==> src/rtl/mem_arbiter_pkg.sv <==
`default_nettype none
// ============================================================================
// Module   : mem_arb_pkg
// Purpose  : Shared state encoding and owner constants for the memory arbiter.
// Revision : 1.0  initial release
// ============================================================================
package mem_arb_pkg;

    typedef enum logic [1:0] {
        ARB_IDLE   = 2'd0,
        ARB_ACCESS = 2'd1,
        ARB_RESP   = 2'd2
    } arb_state_t;

    localparam logic OWN_M0 = 1'b0;
    localparam logic OWN_M1 = 1'b1;

endpackage
`default_nettype wire

==> src/rtl/mem_arbiter_if.sv <==
`default_nettype none
// ============================================================================
// Module   : mem_arbiter_if
// Purpose  : Requester handshakes plus the shared memory port of the arbiter.
// Revision : 1.0  initial release
// ============================================================================
interface mem_arbiter_if #(
    parameter int ADDR_W = 8,
    parameter int DATA_W = 8
) ();

    logic              m0_req;
    logic              m1_req;
    logic              m0_write;
    logic              m1_write;
    logic [ADDR_W-1:0] m0_addr;
    logic [ADDR_W-1:0] m1_addr;
    logic [DATA_W-1:0] m0_wdata;
    logic [DATA_W-1:0] m1_wdata;
    logic              m0_gnt;
    logic              m1_gnt;
    logic              m0_rvalid;
    logic              m1_rvalid;
    logic [DATA_W-1:0] m0_rdata;
    logic [DATA_W-1:0] m1_rdata;
    logic [ADDR_W-1:0] address;
    logic [DATA_W-1:0] to_memory;
    logic              write;
    logic [DATA_W-1:0] from_memory;
    logic              busy;

    // Requesters and the memory together form the environment around the arbiter.
    modport master (
        output m0_req, m1_req, m0_write, m1_write, m0_addr, m1_addr,
        output m0_wdata, m1_wdata, from_memory,
        input  m0_gnt, m1_gnt, m0_rvalid, m1_rvalid, m0_rdata, m1_rdata,
        input  address, to_memory, write, busy
    );

    modport slave (
        input  m0_req, m1_req, m0_write, m1_write, m0_addr, m1_addr,
        input  m0_wdata, m1_wdata, from_memory,
        output m0_gnt, m1_gnt, m0_rvalid, m1_rvalid, m0_rdata, m1_rdata,
        output address, to_memory, write, busy
    );

endinterface
`default_nettype wire

==> src/rtl/mem_arbiter_rr_pick.sv <==
`default_nettype none
// ============================================================================
// Module   : rr_pick
// Purpose  : Combinational two-way winner selection, round-robin or fixed.
// Revision : 1.0  initial release
// ============================================================================
module rr_pick
    import mem_arb_pkg::*;
(
    input  logic [1:0] req,
    input  logic       last_owner,
    input  logic       fixed_prio,
    output logic       valid,
    output logic       winner
);

    always_comb begin
        valid  = |req;
        winner = OWN_M0;
        case (req)
            2'b01:   winner = OWN_M0;
            2'b10:   winner = OWN_M1;
            // On a tie the previous owner yields unless requester 0 is pinned.
            2'b11:   winner = fixed_prio ? OWN_M0 : ~last_owner;
            default: winner = OWN_M0;
        endcase
    end

endmodule
`default_nettype wire

==> src/rtl/mem_arbiter.sv <==
`default_nettype none
// ============================================================================
// Module   : mem_arbiter
// Purpose  : Shares one synchronous memory port between two one-beat masters.
// Revision : 1.0  initial release
// ============================================================================
module mem_arbiter
    import mem_arb_pkg::*;
#(
    parameter int ADDR_W     = 8,
    parameter int DATA_W     = 8,
    parameter int FIXED_PRIO = 0
) (
    input  logic          clk,
    input  logic          reset,
    mem_arbiter_if.slave  bus
);

    localparam logic c_fixed_prio = (FIXED_PRIO != 0);

    arb_state_t        r_state;
    arb_state_t        w_state_next;
    logic              r_owner;
    logic              r_last_owner;
    logic [ADDR_W-1:0] r_address;
    logic [DATA_W-1:0] r_to_memory;
    logic              r_write;
    logic              w_valid;
    logic              w_winner;
    logic              w_load;
    logic              w_access;
    logic              w_resp;

    rr_pick u_pick (
        .req        ({bus.m1_req, bus.m0_req}),
        .last_owner (r_last_owner),
        .fixed_prio (c_fixed_prio),
        .valid      (w_valid),
        .winner     (w_winner)
    );

    always_ff @(posedge clk or negedge reset) begin
        if (!reset) begin
            r_state <= ARB_IDLE;
        end else begin
            r_state <= w_state_next;
        end
    end

    always_comb begin
        w_state_next = r_state;
        w_load       = 1'b0;
        case (r_state)
            ARB_IDLE: begin
                if (w_valid) begin
                    w_state_next = ARB_ACCESS;
                    w_load       = 1'b1;
                end
            end
            // A write needs no response beat, so it returns straight to IDLE.
            ARB_ACCESS: w_state_next = r_write ? ARB_IDLE : ARB_RESP;
            ARB_RESP:   w_state_next = ARB_IDLE;
            default:    w_state_next = ARB_IDLE;
        endcase
    end

    always_ff @(posedge clk or negedge reset) begin
        if (!reset) begin
            r_owner      <= OWN_M0;
            r_last_owner <= OWN_M1;
            r_address    <= '0;
            r_to_memory  <= '0;
            r_write      <= 1'b0;
        end else if (w_load) begin
            r_owner      <= w_winner;
            r_last_owner <= w_winner;
            r_address    <= (w_winner == OWN_M1) ? bus.m1_addr  : bus.m0_addr;
            r_to_memory  <= (w_winner == OWN_M1) ? bus.m1_wdata : bus.m0_wdata;
            r_write      <= (w_winner == OWN_M1) ? bus.m1_write : bus.m0_write;
        end else if (r_state == ARB_ACCESS) begin
            // Address and data are left in place; only the strobe is retired.
            r_write      <= 1'b0;
        end
    end

    assign w_access = (r_state == ARB_ACCESS);
    assign w_resp   = (r_state == ARB_RESP);

    assign bus.m0_gnt    = w_access && (r_owner == OWN_M0);
    assign bus.m1_gnt    = w_access && (r_owner == OWN_M1);
    assign bus.m0_rvalid = w_resp   && (r_owner == OWN_M0);
    assign bus.m1_rvalid = w_resp   && (r_owner == OWN_M1);
    assign bus.m0_rdata  = bus.m0_rvalid ? bus.from_memory : '0;
    assign bus.m1_rdata  = bus.m1_rvalid ? bus.from_memory : '0;

    assign bus.address   = r_address;
    assign bus.to_memory = r_to_memory;
    assign bus.write     = r_write;
    assign bus.busy      = (r_state != ARB_IDLE);

endmodule
`default_nettype wire

==> src/flat_wrapper.sv <==
// flat-port wrapper written by rule: the top's interface ports become plain ports
module mem_arbiter_flat import mem_arb_pkg::*;
#(
    parameter int ADDR_W     = 8,
    parameter int DATA_W     = 8,
    parameter int FIXED_PRIO = 0
)
  (clk, reset, bus_m0_req, bus_m1_req, bus_m0_write, bus_m1_write, bus_m0_addr, bus_m1_addr, bus_m0_wdata, bus_m1_wdata, bus_from_memory, bus_m0_gnt, bus_m1_gnt, bus_m0_rvalid, bus_m1_rvalid, bus_m0_rdata, bus_m1_rdata, bus_address, bus_to_memory, bus_write, bus_busy);
  mem_arbiter_if #(.ADDR_W(ADDR_W), .DATA_W(DATA_W)) bus_i ();
  input  logic clk;
  input  logic reset;
  input wire logic [$bits(bus_i.m0_req)-1:0] bus_m0_req;
  input wire logic [$bits(bus_i.m1_req)-1:0] bus_m1_req;
  input wire logic [$bits(bus_i.m0_write)-1:0] bus_m0_write;
  input wire logic [$bits(bus_i.m1_write)-1:0] bus_m1_write;
  input wire logic [$bits(bus_i.m0_addr)-1:0] bus_m0_addr;
  input wire logic [$bits(bus_i.m1_addr)-1:0] bus_m1_addr;
  input wire logic [$bits(bus_i.m0_wdata)-1:0] bus_m0_wdata;
  input wire logic [$bits(bus_i.m1_wdata)-1:0] bus_m1_wdata;
  input wire logic [$bits(bus_i.from_memory)-1:0] bus_from_memory;
  output wire logic [$bits(bus_i.m0_gnt)-1:0] bus_m0_gnt;
  output wire logic [$bits(bus_i.m1_gnt)-1:0] bus_m1_gnt;
  output wire logic [$bits(bus_i.m0_rvalid)-1:0] bus_m0_rvalid;
  output wire logic [$bits(bus_i.m1_rvalid)-1:0] bus_m1_rvalid;
  output wire logic [$bits(bus_i.m0_rdata)-1:0] bus_m0_rdata;
  output wire logic [$bits(bus_i.m1_rdata)-1:0] bus_m1_rdata;
  output wire logic [$bits(bus_i.address)-1:0] bus_address;
  output wire logic [$bits(bus_i.to_memory)-1:0] bus_to_memory;
  output wire logic [$bits(bus_i.write)-1:0] bus_write;
  output wire logic [$bits(bus_i.busy)-1:0] bus_busy;
  assign bus_i.m0_req = bus_m0_req;
  assign bus_i.m1_req = bus_m1_req;
  assign bus_i.m0_write = bus_m0_write;
  assign bus_i.m1_write = bus_m1_write;
  assign bus_i.m0_addr = bus_m0_addr;
  assign bus_i.m1_addr = bus_m1_addr;
  assign bus_i.m0_wdata = bus_m0_wdata;
  assign bus_i.m1_wdata = bus_m1_wdata;
  assign bus_i.from_memory = bus_from_memory;
  assign bus_m0_gnt = bus_i.m0_gnt;
  assign bus_m1_gnt = bus_i.m1_gnt;
  assign bus_m0_rvalid = bus_i.m0_rvalid;
  assign bus_m1_rvalid = bus_i.m1_rvalid;
  assign bus_m0_rdata = bus_i.m0_rdata;
  assign bus_m1_rdata = bus_i.m1_rdata;
  assign bus_address = bus_i.address;
  assign bus_to_memory = bus_i.to_memory;
  assign bus_write = bus_i.write;
  assign bus_busy = bus_i.busy;
  mem_arbiter #(.ADDR_W(ADDR_W), .DATA_W(DATA_W), .FIXED_PRIO(FIXED_PRIO)) u_core (.clk(clk), .reset(reset), .bus(bus_i));
endmodule
==> config.mk <==
export PLATFORM = sky130hd
export DESIGN_NAME = mem_arbiter_flat
export DESIGN_NICKNAME = d
export VERILOG_FILES = /design/src/rtl/mem_arbiter_pkg.sv /design/src/rtl/mem_arbiter_if.sv /design/src/rtl/mem_arbiter_rr_pick.sv /design/src/rtl/mem_arbiter.sv /design/src/flat_wrapper.sv
export SDC_FILE = /design/constraint.sdc
export NUM_CORES = 1
export LEC_CHECK = 0
export ABC_AREA = 1
export CORE_AREA = 2 2 70 72
export DETAILED_ROUTE_END_ITERATION = 10
export DIE_AREA = 0 0 72 74
export PLACE_DENSITY_LB_ADDON = 0.1
export SYNTH_ARGS = -nofsm -noshare
export SYNTH_HDL_FRONTEND = slang
export SYNTH_SLANG_ARGS = --single-unit
==> constraint.sdc <==
create_clock -name clk -period 1.23 [get_ports clk]
set_input_delay 0.246 -clock clk [delete_from_list [all_inputs] [get_ports clk]]
set_output_delay 0.246 -clock clk [all_outputs]
set_load 0.005 [all_outputs]
== Word level (Yosys, flattened, before mapping) ==
Index checks and enable logic that the tools add are counted.

* $add $sub $neg: 0
* Multiply operators: 0
* Divide/modulo/power cells: 0
* Order comparisons: 0
* Eq/ne operators: 5
* Shift operators: 0
* Multiplexer cells: 13
* Bitwise logic cells: 2
* Reductions and logical operators: 8

{| class="wikitable"
|+ Operators by type and width
! kind !! count
|-
| $mux 8 || 4
|-
| $eq 2x2->1 const B || 3
|-
| $mux 1 || 5
|-
| $logic_and 1x1->1 || 4
|-
| $mux 2 || 2
|-
| $pmux 2 s2 || 1
|-
| $reduce_bool 2->1 || 2
|-
| $eq 2x1->1 const B || 1
|-
| $logic_not 2->1 || 1
|-
| $ne 2x2->1 const B || 1
|-
| $not 1->1 || 2
|-
| $pmux 1 s2 || 1
|-
| $reduce_or 2->1 || 1
|}

* Flip-flop bits (word level): 21
* Bits in latches: 0
* Bits in writable memories: 0
* Bits in read-only memories: 0
* Input bits: 46
* Output and inout bits: 38
* Logic and storage cells: 34
* Memories kept: 0

== Logic depth before layout (Yosys ltp) ==
Gate-level depths: netlist of the first run.

* Depth in word-level cells: 4
* Gate-level depth with buffers: 6
* Mapped depth without buffers: 5

== Cells and area by module ==
Synthesis of the first run repeated with hierarchy kept, for this count alone.

* Cells, all modules: 184
* Area total of the unflattened synthesis: 1194.9 um^2

{| class="wikitable"
|+ Modules (own cells, without submodules)
! module !! instances !! cells each !! area each (um^2) !! seq. area each (um^2)
|-
| mem_arbiter || 1 || 176 || 1162.4 || 526.8
|-
| rr_pick || 1 || 8 || 32.5 || 0.0
|}

== Worst setup path before layout of the first run ==
No wires, ideal clock.

* Kind: register to register
* Start: reg u_core.r_last_owner
* End: reg u_core.r_address[2] (netlist: u_core.bus.address[2])
* Library setup time: 0.117 ns
* Arrival: 1.015 ns
* Required time: 1.113 ns
* Slack: 0.099 ns
* Stages on the path, launching flop included: 7
* Path buffers: 1
* Clock period less this slack: 1.131 ns
* Cells stage by stage: dfstp_2 > nand2_2 > nand2_4 > buf_8 > nand2_1 > nand3_2 > nand2_1

* Longest elaborated chain between the ends: 3

{| class="wikitable"
|+ RTL lines
! what !! line !! RTL
|-
| from (decl) || mem_arbiter.sv:24 || <nowiki>logic r_last_owner;</nowiki>
|-
| from (signal assigned) || mem_arbiter.sv:76 || <nowiki>r_last_owner <= w_winner;</nowiki>
|-
| $not 1->1 || mem_arbiter_rr_pick.sv:24 || <nowiki>2'b11: winner = fixed_prio ? OWN_M0 : ~last_owner;</nowiki>
|-
| $pmux 1 s2 || mem_arbiter_rr_pick.sv:20 || <nowiki>case (req)</nowiki>
|-
| $mux 8 || mem_arbiter.sv:77 || <nowiki>r_address <= (w_winner == OWN_M1) ? bus.m1_addr : bus.m0_addr;</nowiki>
|-
| to (signal assigned) || mem_arbiter.sv:77 ||
|-
| to (decl) || mem_arbiter.sv:25 || <nowiki>logic [ADDR_W-1:0] r_address;</nowiki>
|}

Every way passes these cells.
A chain may end at the register's enable or synchronous reset.

== Final worst setup path of the first run ==
* Start: reg u_core.r_state[1]
* End: out bus_m0_rdata[4]

* Longest elaborated chain between the ends: 3

{| class="wikitable"
|+ RTL lines
! what !! line !! RTL
|-
| from (decl) || mem_arbiter.sv:21 || <nowiki>arb_state_t r_state;</nowiki>
|-
| from (signal assigned) || mem_arbiter.sv:46 || <nowiki>r_state <= w_state_next;</nowiki>
|-
| $eq 2x2->1 || mem_arbiter.sv:87 || <nowiki>assign w_resp = (r_state == ARB_RESP);</nowiki>
|-
| $logic_and 1x1->1 || mem_arbiter.sv:91 || <nowiki>assign bus.m0_rvalid = w_resp && (r_owner == OWN_M0);</nowiki>
|-
| $mux 8 || mem_arbiter.sv:93 || <nowiki>assign bus.m0_rdata = bus.m0_rvalid ? bus.from_memory : '0;</nowiki>
|-
| to (decl) || flat_wrapper.sv:25 || <nowiki>output wire logic [$bits(bus_i.m0_rdata)-1:0] bus_m0_rdata;</nowiki>
|}

Every way passes these cells.

==> results of run 1 <==
[cell usage after synthesis]
library cell  instances  area share (%)
nor2_8                1             1.5
nor2_1               20             5.6
dfrtp_1              20              37
nand2_2               5             2.3
buf_8                 1             1.1
buf_6                 2             1.7
inv_2                 2            0.56
nand3_1              29              11
o21ai_0               1            0.37
buf_4                 2             1.1
buf_2                 1            0.37
nand2_4               1            0.84
nand2_1              50              14
nand3_2               9             6.7
inv_1                45              13
dfstp_2               1             2.0
o21ai_2               1            0.65
nor2_2                1            0.47
[area by class of cell]
type | instances | area, µm² | area share, %
multi-input cells | 118 | 638 | 25.2
repair buffers | 120 | 1070 | 42.5
well taps | 54 | 67.6 | 2.67
clock buffers | 4 | 45.0 | 1.78
flip-flops and latches | 21 | 527 | 20.8
inverters | 47 | 176 | 6.98
[placed cells by master (no fill, tap or decap), drive strengths merged]
cell type      synthesis  final
buf                    6     57
clkbuf                 0      5
clkdlybuf4s50          0     45
dfrtp                 20     20
dfstp                  1      1
dlygate4sd2            0     17
inv                   47     47
nand2                 56     56
nand3                 38     38
nor2                  22     22
o21ai                  2      2
[where the power goes]
group | switching, mW | total [mW] | internal (mW) | leakage [nW]
Sequential | 0.197 | 1.25 | 1.06 | 0.254
Combinational | 1.33 | 3.03 | 1.70 | 1.15
Clock | 0.220 | 0.450 | 0.231 | 0.0228
Total | 1.75 | 4.74 | 2.99 | 1.43
[metrics by stage]
stage	util, %	TNS (ns)
6_report	55.0	-7.14
5_1_grt	55.0	-10.17
4_1_cts	54.5	-8.14
3_5_place_dp	50.7	-13.54
3_3_place_gp	50.7	-13.44
2_1_floorplan	-	0
[registers in the layout, indices dropped and copies added (netlist names)]
name,flops
u_core.bus.write,1
u_core.bus.to_memory,8
u_core.r_owner,1
u_core.bus.address,8
u_core.r_last_owner,1
u_core.r_state,2
[metal layers]
layer,vias up,share of wire (%),GRT usage [%],routed length [µm]
li1,801,-,-,-
met1,718,42,19.5,1690
met2,54,50,28.4,2010
met3,2,7.9,5.01,319
met4,0,0.55,3.14,22
met5,-,0,0,0
[worst max-delay path by stage]
| stage | start | endpoint | cells past startpoint |
|---|---|---|---|
| 6_report | u_core.r_state[1]$_DFFE_PN0P_ | bus_m0_rdata[4] | 5 |
| 5_1_grt | u_core.r_state[1]$_DFFE_PN0P_ | bus_m0_rdata[5] | 5 |
| 4_1_cts | u_core.r_state[1]$_DFFE_PN0P_ | bus_m1_rvalid | 5 |
| 3_5_place_dp | bus_from_memory[0] | bus_m0_rdata[0] | 4 |
| 3_3_place_gp | bus_from_memory[0] | bus_m0_rdata[0] | 4 |
| 2_1_floorplan | u_core.r_last_owner$_DFFE_PN1P_ | u_core.bus.address[2]$_DFFE_PN0P_ | 6 |
[cells by family (layout without fill, tap and decap cells)]
family	count (synthesis)	in the layout	synth area share (%)
buffers and inverters	53	171	17.4
and+or+nand+nor	116	116	42.3
DFF	21	21	39.3
AOI/OAI and AO/OA	2	2	1.03
[timing repair]
item	in CTS	in global routing
gates cloned	2	0
hold endpoints to repair	0	0
setup buffers	16	2
pin swaps	2	8
setup endpoints to repair	57	40
gates resized for setup	101	30
==> impl_metrics.py, run 1 <==
metrics = {
    "global_route": {
        "grt_max_degree": 22,
        "grt_pass1_wl_mm": 6.73,
        "first_global_vias": 1503,
        "gr-usage-all-layers_pct": 16.1,
        "antenna_found_initial": 0,
        "overflow": 0,
    },
    "final_layout": {
        "final_area_um2": 2530,
        "drive_gt1_share_pct": 31.3,
        "num-fill-cells": 470,
        "area_growth_pct": 88.5,
        "diodes": 0,
        "stdcell_count": 364,
        "num-nets-final": 357,
    },
    "clock_network": {
        "clk_latency_ns": 0.26,
        "htree_levels": 1,
        "cts_sinks": 21,
        "clkTransAtPathRegs_ns": 0.08,
        "cts_hold_buffers": 0,
        "cts_tree": "yes",
        "clockBufferDepth": 2,
        "cts_buffers": 3,
        "root_buffer": "clkbuf_8",
    },
    "timing": {
        "finalHoldViolCount": 0,
        "setup_viol": 40,
        "rsz0062_at_grt": "true",
        "fmax_mhz": 683,
        "period_share_pct": 119,
        "period_minus_slack_ns": 1.46,
        "tightest_slew_ns": 0.252,
        "slew_viol_final": 0,
        "slew_headroom_pct": 83.1,
        "finalWorstSetupSlack_ns": -0.234,
        "whs_ns": 0.325,
        "finalClockSkew_ns": 0.00427,
    },
    "placement": {
        "gp_routability_congestion": 0.724,
        "place_inst": 341,
        "dp_slack_ns": -0.411,
        "place_area_um2": 2330,
        "io_buffer_count": 83,
        "dp_hpwl_mm": 2.93,
    },
    "drt": {
        "drt_pass1_iterations": 4,
        "first_iter_violations": 45,
        "remaining_drc_errors": 0,
        "drt_wl_total_mm": 4.04,
        "drtAntennaViolNets": 0,
        "wl_per_cell_um": 11.1,
        "viasPerCell": 4.33,
        "vias": 1575,
    },
    "critical_path": {
        "cp_top_family": "flip-flops",
        "end_kind": "output pin",
        "crit_buf_inv": 3,
        "regToRegStartpoint": "u_core.r_state[1]$_DFFE_PN0P_",
        "crit_slowest_cell": "dfrtp_1",
        "start_kind": "register",
        "path_cells": "buf_6 > nand3_4 > buf_6 > nor2_1 > buf_2",
        "reg2reg_slack_ns": -0.18,
        "worstSetupPathType": "reg2out",
        "worstPathArrival_ns": 1.22,
        "r2r_cells": 10,
        "crit_path_max_incr_delay_ns": 0.41,
        "crit_path_frequent_cell": "buf_6",
        "worstPathMaxFanout": 8,
        "cp.required_ns": 0.98,
        "rr_endpoint": "u_core.bus.to_memory[7]$_DFFE_PN0P_",
    },
    "synthesis": {
        "yosys_warnings": 0,
        "ys_ff_latch": 21,
        "syn-num-nets": 238,
        "syn-cell-area_um2": 1340,
        "synth_seq_area_share_pct": 39.3,
        "syn-instance-count": 192,
        "synth.distinct_cells": 18,
        "synth_area_per_cell_um2": 6.99,
    },
    "run_status": {
        "status": "complete, but fails checks",
        "violations": "negative setup slack",
    },
    "run": {
        "drv_cap": 0,
    },
    "floorplan": {
        "dieArea_um2": 5330,
        "placementRows": 25,
        "start_util_pct": 29.2,
        "die_h_um": 74,
        "die_w_um": 72,
        "core_um2": 4600,
        "pin_count": 84,
    },
    "power_and_ir_drop": {
        "p_leak_nw": 1.43,
        "finalPower_mw": 4.74,
        "p_per_area_nw_per_um2": 1870,
        "ir_worst_vdd_mv": 0.727,
    },
    "min_path": {
        "min_path_type": "in2async",
    },
}
Note: power is estimated with default switching activity, not from simulation.
==> run 2: changes to the inputs <==
--- a/config.mk
+++ b/config.mk
@@ -9,7 +9,8 @@
 export CORE_AREA = 2 2 70 72
 export DETAILED_ROUTE_END_ITERATION = 10
 export DIE_AREA = 0 0 72 74
-export PLACE_DENSITY_LB_ADDON = 0.1
+export PLACE_DENSITY = 0.64
+export RECOVER_POWER = 50
 export SYNTH_ARGS = -nofsm -noshare
 export SYNTH_HDL_FRONTEND = slang
 export SYNTH_SLANG_ARGS = --single-unit
==> impl_metrics.py, run 2 (synthesis results as in run 1) <==
metrics = {
    "power_and_ir_drop": {
        "pwr-share-comb_pct": 63.4,
        "p_switching_mw": 1.79,
        "finalPower_mw": 4.68,
        "ir_worst_vdd_mv": 0.699,
        "clkPwrFrac_pct": 9.6,
        "internal_power_mw": 2.89,
        "p_per_area_nw_per_um2": 1840,
        "p_leak_nw": 1.41,
        "swShare_pct": 38.3,
        "seq_power_share_pct": 27.0,
    },
    "critical_path": {
        "end_kind": "output pin",
        "rr_endpoint": "u_core.bus.address[4]$_DFFE_PN0P_",
        "worstPathMaxFanout": 8,
        "regToRegStartpoint": "u_core.r_state[1]$_DFFE_PN0P_",
        "crit_buf_inv": 3,
        "r2r_cells": 9,
        "critPathCapture": "bus_m1_rdata[6]",
        "worstPathArrival_ns": 1.21,
        "cp.required_ns": 0.98,
        "cp_num_cells": 5,
        "cp_top_family": "flip-flops",
        "worstSetupPathType": "reg2out",
        "crit_slowest_cell": "dfrtp_2",
        "reg2reg_slack_ns": -0.13,
        "worstSetupStartpoint": "u_core.r_state[1]$_DFFE_PN0P_",
        "start_kind": "register",
        "path_cells": "buf_12 > nand3_4 > buf_8 > nor2_1 > buf_2",
        "crit_path_max_incr_delay_ns": 0.44,
    },
    "drt": {
        "vias": 1533,
        "drt_pass1_iterations": 4,
        "drtAntennaViolNets": 0,
        "wl_per_cell_um": 11.1,
        "viasPerCell": 4.32,
        "first_iter_violations": 27,
        "remaining_drc_errors": 0,
        "drt_wl_total_mm": 3.95,
    },
    "floorplan": {
        "die_w_um": 72,
        "start_util_pct": 29.2,
        "dieArea_um2": 5330,
        "placementRows": 25,
        "die_h_um": 74,
        "pin_count": 84,
        "core_um2": 4600,
    },
    "timing": {
        "period_share_pct": 118,
        "finalHoldViolCount": 0,
        "period_minus_slack_ns": 1.45,
        "setup_viol": 40,
        "tightest_slew_ns": 0.525,
        "slew_headroom_pct": 65.0,
        "slew_viol_final": 0,
        "finalWorstSetupSlack_ns": -0.223,
        "rsz0062_at_grt": "true",
        "finalClockSkew_ns": 0.00116,
        "fmax_mhz": 688,
    },
    "final_layout": {
        "num-nets-final": 348,
        "final_common_cell": "nand2_1",
        "stdcell_count": 355,
        "diodes": 0,
        "area_growth_pct": 89.6,
        "final_cell_mix": "48 x nand2_1, 44 x clkdlybuf4s50_1, 43 x inv_1",
        "drive_gt1_share_pct": 32.6,
    },
    "clock_network": {
        "clockBufferDepth": 2,
        "root_buffer": "clkbuf_8",
        "cts_hold_buffers": 0,
        "clkTransAtPathRegs_ns": 0.07,
        "cts_buffers": 3,
        "cts_sinks": 21,
        "htree_levels": 1,
        "clk_latency_ns": 0.26,
        "cts_tree": "yes",
    },
    "min_path": {
        "min_path_type": "reg2reg",
        "hold_start": "u_core.bus.address[6]$_DFFE_PN0P_",
    },
    "run": {
        "drv_cap": 0,
    },
    "run_status": {
        "status": "complete, but fails checks",
        "violations": "negative setup slack",
    },
    "placement": {
        "dp_hpwl_mm": 2.80,
        "io_buffer_count": 83,
        "gp_routability_congestion": 0.703,
        "place_inst": 341,
    },
    "global_route": {
        "gr-usage-all-layers_pct": 14.4,
        "grt_pass1_wl_mm": 6.04,
        "overflow": 0,
        "antenna_found_initial": 0,
        "grt_max_degree": 22,
        "first_global_vias": 1342,
    },
}
[run 2: changes by cell type in the layout (fill, tap and decap cells not counted), sizes merged]
cell and change:
clkdlybuf4s50 -1, dlygate4sd3 +1, clkbuf +1, buf -10
[run 2: power by group through the flow]
stage | combinational, mW | sequential (mW) | clock [mW]
after floorplan | 1.07 | 1.28 | 0
after global placement | 2.49 | 1.27 | 0
after detailed placement | 2.54 | 1.26 | 0
after CTS | 2.58 | 1.25 | 0.469
after global routing | 3.23 | 1.32 | 0.493
final | 2.97 | 1.26 | 0.447
[run 2: how the worst min path moves through the flow]
stage / end / slack, ns / cells past startpoint
after floorplan: u_core.bus.address[0]$_DFFE_PN0P_ / -0.05 / 0
after CTS: u_core.bus.to_memory[4]$_DFFE_PN0P_ / 0.33 / 2
final: u_core.bus.address[6]$_DFFE_PN0P_ / 0.47 / 2
after global routing: u_core.bus.address[6]$_DFFE_PN0P_ / 0.49 / 2
after global placement: u_core.r_state[1]$_DFFE_PN0P_ / 0.44 / 1
after detailed placement: u_core.r_state[1]$_DFFE_PN0P_ / 0.44 / 1
[run 2: worst reg2reg max path: stages, from the launching register on]
cell and delay [ns]:
dfrtp_2 0.44, buf_6 0.13, inv_4 0.05, buf_6 0.09, nand2_4 0.04, buf_6 0.12
nor2_8 0.14, clkbuf_16 0.17, nand3_2 0.07, nand2_1 0.05
[run 2: layout make-up]
cell class	instances	area, µm²
clock buffers	4	45.0
fillers	453	2060
inverters	47	179
multi-input cells	118	707
flip-flops and latches	21	528
well taps	54	67.6
repair buffers	111	1020
[run 2: what timing repair did]
action | CTS | global route
setup buffers | 7 | 2
gates resized for setup | 110 | 37
pin swaps | 3 | 37
setup endpoints to repair | 57 | 41
cloned | 1 | 1
hold endpoints to repair | 0 | 0
[run 2: per-stage QoR]
stage	TNS, ns	cell area (µm²)	utilization, %	hold slack (ns)	worst slack (ns)
2_1_floorplan	0	1340	-	-0.0496	0.0987
3_3_place_gp	-11.94	2330	50.7	0.436	-0.353
3_5_place_dp	-11.99	2330	50.7	0.445	-0.383
4_1_cts	-6.84	2380	51.7	0.326	-0.255
5_1_grt	-7.96	2540	55.3	0.492	-0.275
6_report	-6.03	2540	55.3	0.467	-0.223
[run 2: metal layers]
metal	global-route usage (%)	up-vias	part of all wire, %
li1	-	784	-
met1	17.9	694	41
met2	25.7	51	51
met3	2.30	4	6.3
met4	5.03	0	1.3
met5	0	-	0
